[src/rtl/pwm_period_counter.sv]
// pwm_period_counter: free-running W-bit period counter with a registered
// wrap strobe that is high in the cycle where cnt has just rolled over to 0.
module pwm_period_counter #(
    parameter int W = 16
) (
    input  logic         clk,
    input  logic         nrst,
    output logic [W-1:0] cnt,
    output logic         wrap
);

    always_ff @(posedge clk or negedge nrst) begin
        if (!nrst) begin
            cnt  <= '0;
            wrap <= 1'b0;
        end else begin
            cnt  <= cnt + 1'b1;
            wrap <= &cnt;
        end
    end

endmodule

[src/rtl/pwm_modulator_core.sv]
// pwm_modulator_core: fixed-period PWM; one pulse of setpoint*2^K clocks per
// 2^PWM_PERIOD_DIV period, setpoint sampled on the period-start strobe.
module pwm_modulator_core #(
    parameter int PWM_PERIOD_DIV = 16,
    parameter int MOD_WIDTH      = 9
) (
    input  logic                 clk,
    input  logic                 nrst,
    input  logic [MOD_WIDTH-1:0] mod_setpoint,
    output logic                 pwm_out,
    output logic                 start_strobe,
    output logic                 busy
);

    localparam int K = PWM_PERIOD_DIV - MOD_WIDTH;

    // A shift of at least one guarantees the longest pulse ends before the next strobe.
    generate
        if (PWM_PERIOD_DIV < MOD_WIDTH + 1) begin : g_bad_params
            $error("pwm_modulator_core: PWM_PERIOD_DIV must be >= MOD_WIDTH+1");
        end
    endgenerate

    logic [PWM_PERIOD_DIV-1:0] cnt;
    logic [PWM_PERIOD_DIV-1:0] hc;
    logic [PWM_PERIOD_DIV-1:0] hc_next;

    pwm_period_counter #(
        .W(PWM_PERIOD_DIV)
    ) u_period (
        .clk (clk),
        .nrst(nrst),
        .cnt (cnt),
        .wrap(start_strobe)
    );

    always_comb begin
        hc_next = start_strobe ? (PWM_PERIOD_DIV'(mod_setpoint) << K)
                : (hc != '0) ? hc - 1'b1 : hc;
    end

    always_ff @(posedge clk or negedge nrst) begin
        if (!nrst) begin
            hc      <= '0;
            pwm_out <= 1'b0;
            busy    <= 1'b0;
        end else begin
            hc      <= hc_next;
            pwm_out <= hc_next != '0;
            busy    <= hc_next != '0;
        end
    end

    // The pulse always sits strictly inside the period, clear of the wrap.
    a_pulse_inside_period: assert property (
        @(posedge clk) disable iff (!nrst) pwm_out |-> (cnt != '0 && cnt != '1)
    );

endmodule

[config.mk]
export PLATFORM = sky130hd
export DESIGN_NAME = pwm_modulator_core
export DESIGN_NICKNAME = d
export VERILOG_FILES = /design/src/rtl/pwm_period_counter.sv /design/src/rtl/pwm_modulator_core.sv
export SDC_FILE = /design/constraint.sdc
export NUM_CORES = 1
export LEC_CHECK = 0
export ABC_AREA = 1
export BUFFER_PORTS_ARGS = -buffer_cell sky130_fd_sc_hd__buf_4
export CAP_MARGIN = 10
export CELL_PAD_IN_SITES_DETAIL_PLACEMENT = 0
export CELL_PAD_IN_SITES_GLOBAL_PLACEMENT = 1
export CORE_ASPECT_RATIO = 0.75
export CORE_UTILIZATION = 30
export CTS_BUF_LIST = sky130_fd_sc_hd__clkbuf_4 sky130_fd_sc_hd__clkbuf_8
export DETAILED_ROUTE_END_ITERATION = 8
export PLACE_DENSITY_LB_ADDON = 0.2
export SYNTH_ARGS = -nofsm -noshare
export SYNTH_HDL_FRONTEND = slang
export SYNTH_SLANG_ARGS = --single-unit
[constraint.sdc]
create_clock -name clk -period 3.9 [get_ports clk]
set_input_delay 0.39 -clock clk [delete_from_list [all_inputs] [get_ports clk]]
set_output_delay 0.39 -clock clk [all_outputs]
set_load 0.02 [all_outputs]
==> results.txt <==
status: finished, final reports clean
root buf cell: clkbuf_8
Setup CP Type: flop to flop
layout filler cell count: 692
Crit path required time: 4.07 ns
mux cell area share after synthesis: 0
Syn. warnings: 0
ant diodes: 0
CP max stage delay: 0.40 ns
initial antenna violation count: 0
Clk pin slew, worst setup/hold paths: 0.07 ns
area growth from synthesis to layout: 14.2%
DR vias: 1525
DRC violations left: 0
Slew headroom: 0.687
register bit total from synthesis: 34
WL/cell: 12.5 microns
Place WS: 1.97 ns
crit path DAT: 2.11 ns
Final ANT Viol Nets: 0
mean area per synthesized cell: 7.81 sq um
Post-DP HPWL: 3410 microns
CTS tree: built
Slew @ Worst Pin: 0.469 ns
H-tree lvl count: 2
Yosys cell types: 28
post-cts sizing count: 0
Setup crit end kind: flop
Fin Setup TNS: 0 ns
Mapped Nets: 268
most frequent cell after synthesis: nand2_1
Synth Area in Simple Gates: 0.371
critical-path cell list: inv_1 -> ha_1 -> nand2_2 -> inv_2 -> nand2_1 -> nand2_1 -> nand2_1 -> nand2_1 -> nand2_1 -> o21ai_1 -> nand2_1 -> nor2_1 -> nand3_1
fin. max-slew vios: 0
leakage power: 0.00118 uW
HP Class: input pin to asynchronous set/reset pin
reg-to-reg startpoint: hc[0]$_DFF_PN0_
placer congestion estimate: 0.804
EDFF count, synth: 0
first-pass GRT wire length: 7550 microns
post-synth top area cell: dfrtp_1
worst-case clock skew: 0.00196 ns
top-area cell type share of the netlist area: 0.429
maxcap violations: 0
drt initial violations: 91
Total GRT Usage: 0.147
die height: 72.4 microns
Seq/Total Area, Yosys: 0.429
DR pass1 iterations: 4
Die Footprint: 0.00694 sq mm
Worst-Skew Late Latency: 0.29 ns
Die Width: 95.9 microns
setup violators final: 0
final core occ: 0.357
Critical Path Source Type: flop
worst vdd ir: 0.132 mV
Syn Inst Count: 254
Synth Area in XOR/XNOR: 0.0662
endpoints failing hold: 0
post-CTS setup repair buffer count: 0
Pwr per Cell Area: 289 mW/mm^2
I/O Buffers: 13
post-synthesis adder-cell area fraction: 0.0189
maximum buffer depth of the clock tree: 2
cell area after synthesis: 0.00198 sq mm
share of layout cells above drive strength 1: 0.212
total CTS buffers: 5
Area contributors post-synth: dfrtp_1 43%, nand2_1 12%, inv_1 7.4%
Async SR Flop Fraction: 1.00
post-route setup slack: 1.96 ns
largest family of logic cells by synthesized area: simple AND/OR/NAND/NOR gates
routed vias/inst: 4.31
Initial Util: 0.312
largest net degree at the start of global routing: 35
GRT Residual Overflow: 0
reg2reg path depth: 13
clk sink count: 34
core area: 0.00635 sq mm
most frequent cells after synthesis: 65 x nand2_1, 39 x inv_1, 34 x dfrtp_1, 24 x nor2_1, 18 x nand3_1
Compound-Gate Fraction of Synth Area: 0.0309
RR Endpoint: busy$_DFF_PN0_
Most Frequent Cell on Critical Path: nand2_1
hold buffers post-CTS: 0
Final min period: 1.94 ns
top_reg_cell synth: dfrtp_1
Max Clk Rate: 516 MHz
reg-to-reg setup timing slack: 1.96 ns
fin crit share: 0.497
Critical Path Fanout Max: 6
vias in the first global route: 1459
RSZ-0062 raised after global routing: no
Final Net Count: 286
cell row count: 25
I/O pin cnt: 14
Slowest-stage cell, CP: dfrtp_1
Routed WL: 4430 microns
-- per-layer routing --
| metal | vias up | track usage | wire length, microns |
|---|---|---|---|
| li1 | 810 | - | - |
| met1 | 695 | 0.232 | 2570 |
| met2 | 15 | 0.197 | 1710 |
| met3 | 5 | 0.0314 | 103 |
| met4 | 0 | 0.0398 | 42 |
| met5 | - | 0 | 0 |
-- registers in the layout (all words and copies together) (netlist names) --
name / flops
hc: 16
busy: 1
u_period.cnt: 16
u_period.wrap: 1
-- metrics by stage --
| stage | instance area [sq um] | hold WS (ns) | cells | power, uW |
|---|---|---|---|---|
| 4_1_cts | 2260 | 0.0575 | 354 | 667 |
| 5_1_grt | 2260 | 0.0765 | 354 | 686 |
| 6_report | 2260 | 0.0474 | 354 | 654 |
| 3_5_place_dp | 2170 | 0.379 | 346 | 382 |
| 3_3_place_gp | 2170 | 0.378 | 346 | 381 |
| 2_1_floorplan | 1980 | 0.0944 | 254 | 365 |
-- report_power, final --
group / switching [uW] / internal [uW] / leakage, uW
clock: 139 / 142 / 0.0000472
sequential: 0.582 / 353 / 0.000428
combinational: 12.3 / 8.15 / 0.000701
total: 151 / 503 / 0.00118
-- layout by cell type, fill, tap and decap left out, drive strengths merged --
cell type	synthesis	final
clkbuf	0	6
nor3	1	1
ha	3	3
nand2	72	72
dfrtp	34	34
xnor2	5	5
nand3b	1	1
nor2	39	39
xor2	10	10
nor3b	1	1
o21ai	5	5
inv	41	41
nand4	5	5
buf	2	13
clkinv	0	1
and2	1	1
a21oi	5	5
clkinvlp	0	1
nand3	22	22
or2	6	6
a21boi	1	1
-- worst max-delay path, delay by kind of cell, from the launching register on --
family / cells / cell delay, ns
AND/OR/NAND/NOR: 9 / 0.80
flip-flops: 1 / 0.40
buffers and inverters: 2 / 0.28
AO/OA/AOI/OAI: 1 / 0.10
adder cells (fa/ha/maj): 1 / 0.23
-- how the worst max path moves through the flow --
stage / startpoint / end / slack [ns]
after floorplan: hc[0]$_DFF_PN0_ / busy$_DFF_PN0_ / 2.35
after global placement: hc[0]$_DFF_PN0_ / busy$_DFF_PN0_ / 1.97
after detailed placement: hc[0]$_DFF_PN0_ / busy$_DFF_PN0_ / 1.97
after CTS: hc[0]$_DFF_PN0_ / busy$_DFF_PN0_ / 1.95
after global routing: hc[0]$_DFF_PN0_ / busy$_DFF_PN0_ / 1.73
final: hc[0]$_DFF_PN0_ / busy$_DFF_PN0_ / 1.96
-- area by class of cell --
| cell class | instances | area [sq um] | area share |
|---|---|---|---|
| flip-flops and latches | 34 | 851 | 0.376 |
| multi-input cells | 177 | 966 | 0.427 |
| repair buffers | 13 | 97.6 | 0.0431 |
| well taps | 81 | 101 | 0.0448 |
| clock inverters | 2 | 12.5 | 0.00552 |
| inverters | 41 | 154 | 0.0680 |
| clock buffers | 6 | 82.6 | 0.0365 |
-- cell families (layout without fill, tap and decap cells) --
group	after synthesis	count (layout)
AO/OA/AOI/OAI	11	11
XOR/XNOR	15	15
adder cells (fa/ha/maj)	3	3
buffers and inverters	43	62
flip-flops	34	34
AND/OR/NAND/NOR	148	148
(Power assumes the default switching activity.)
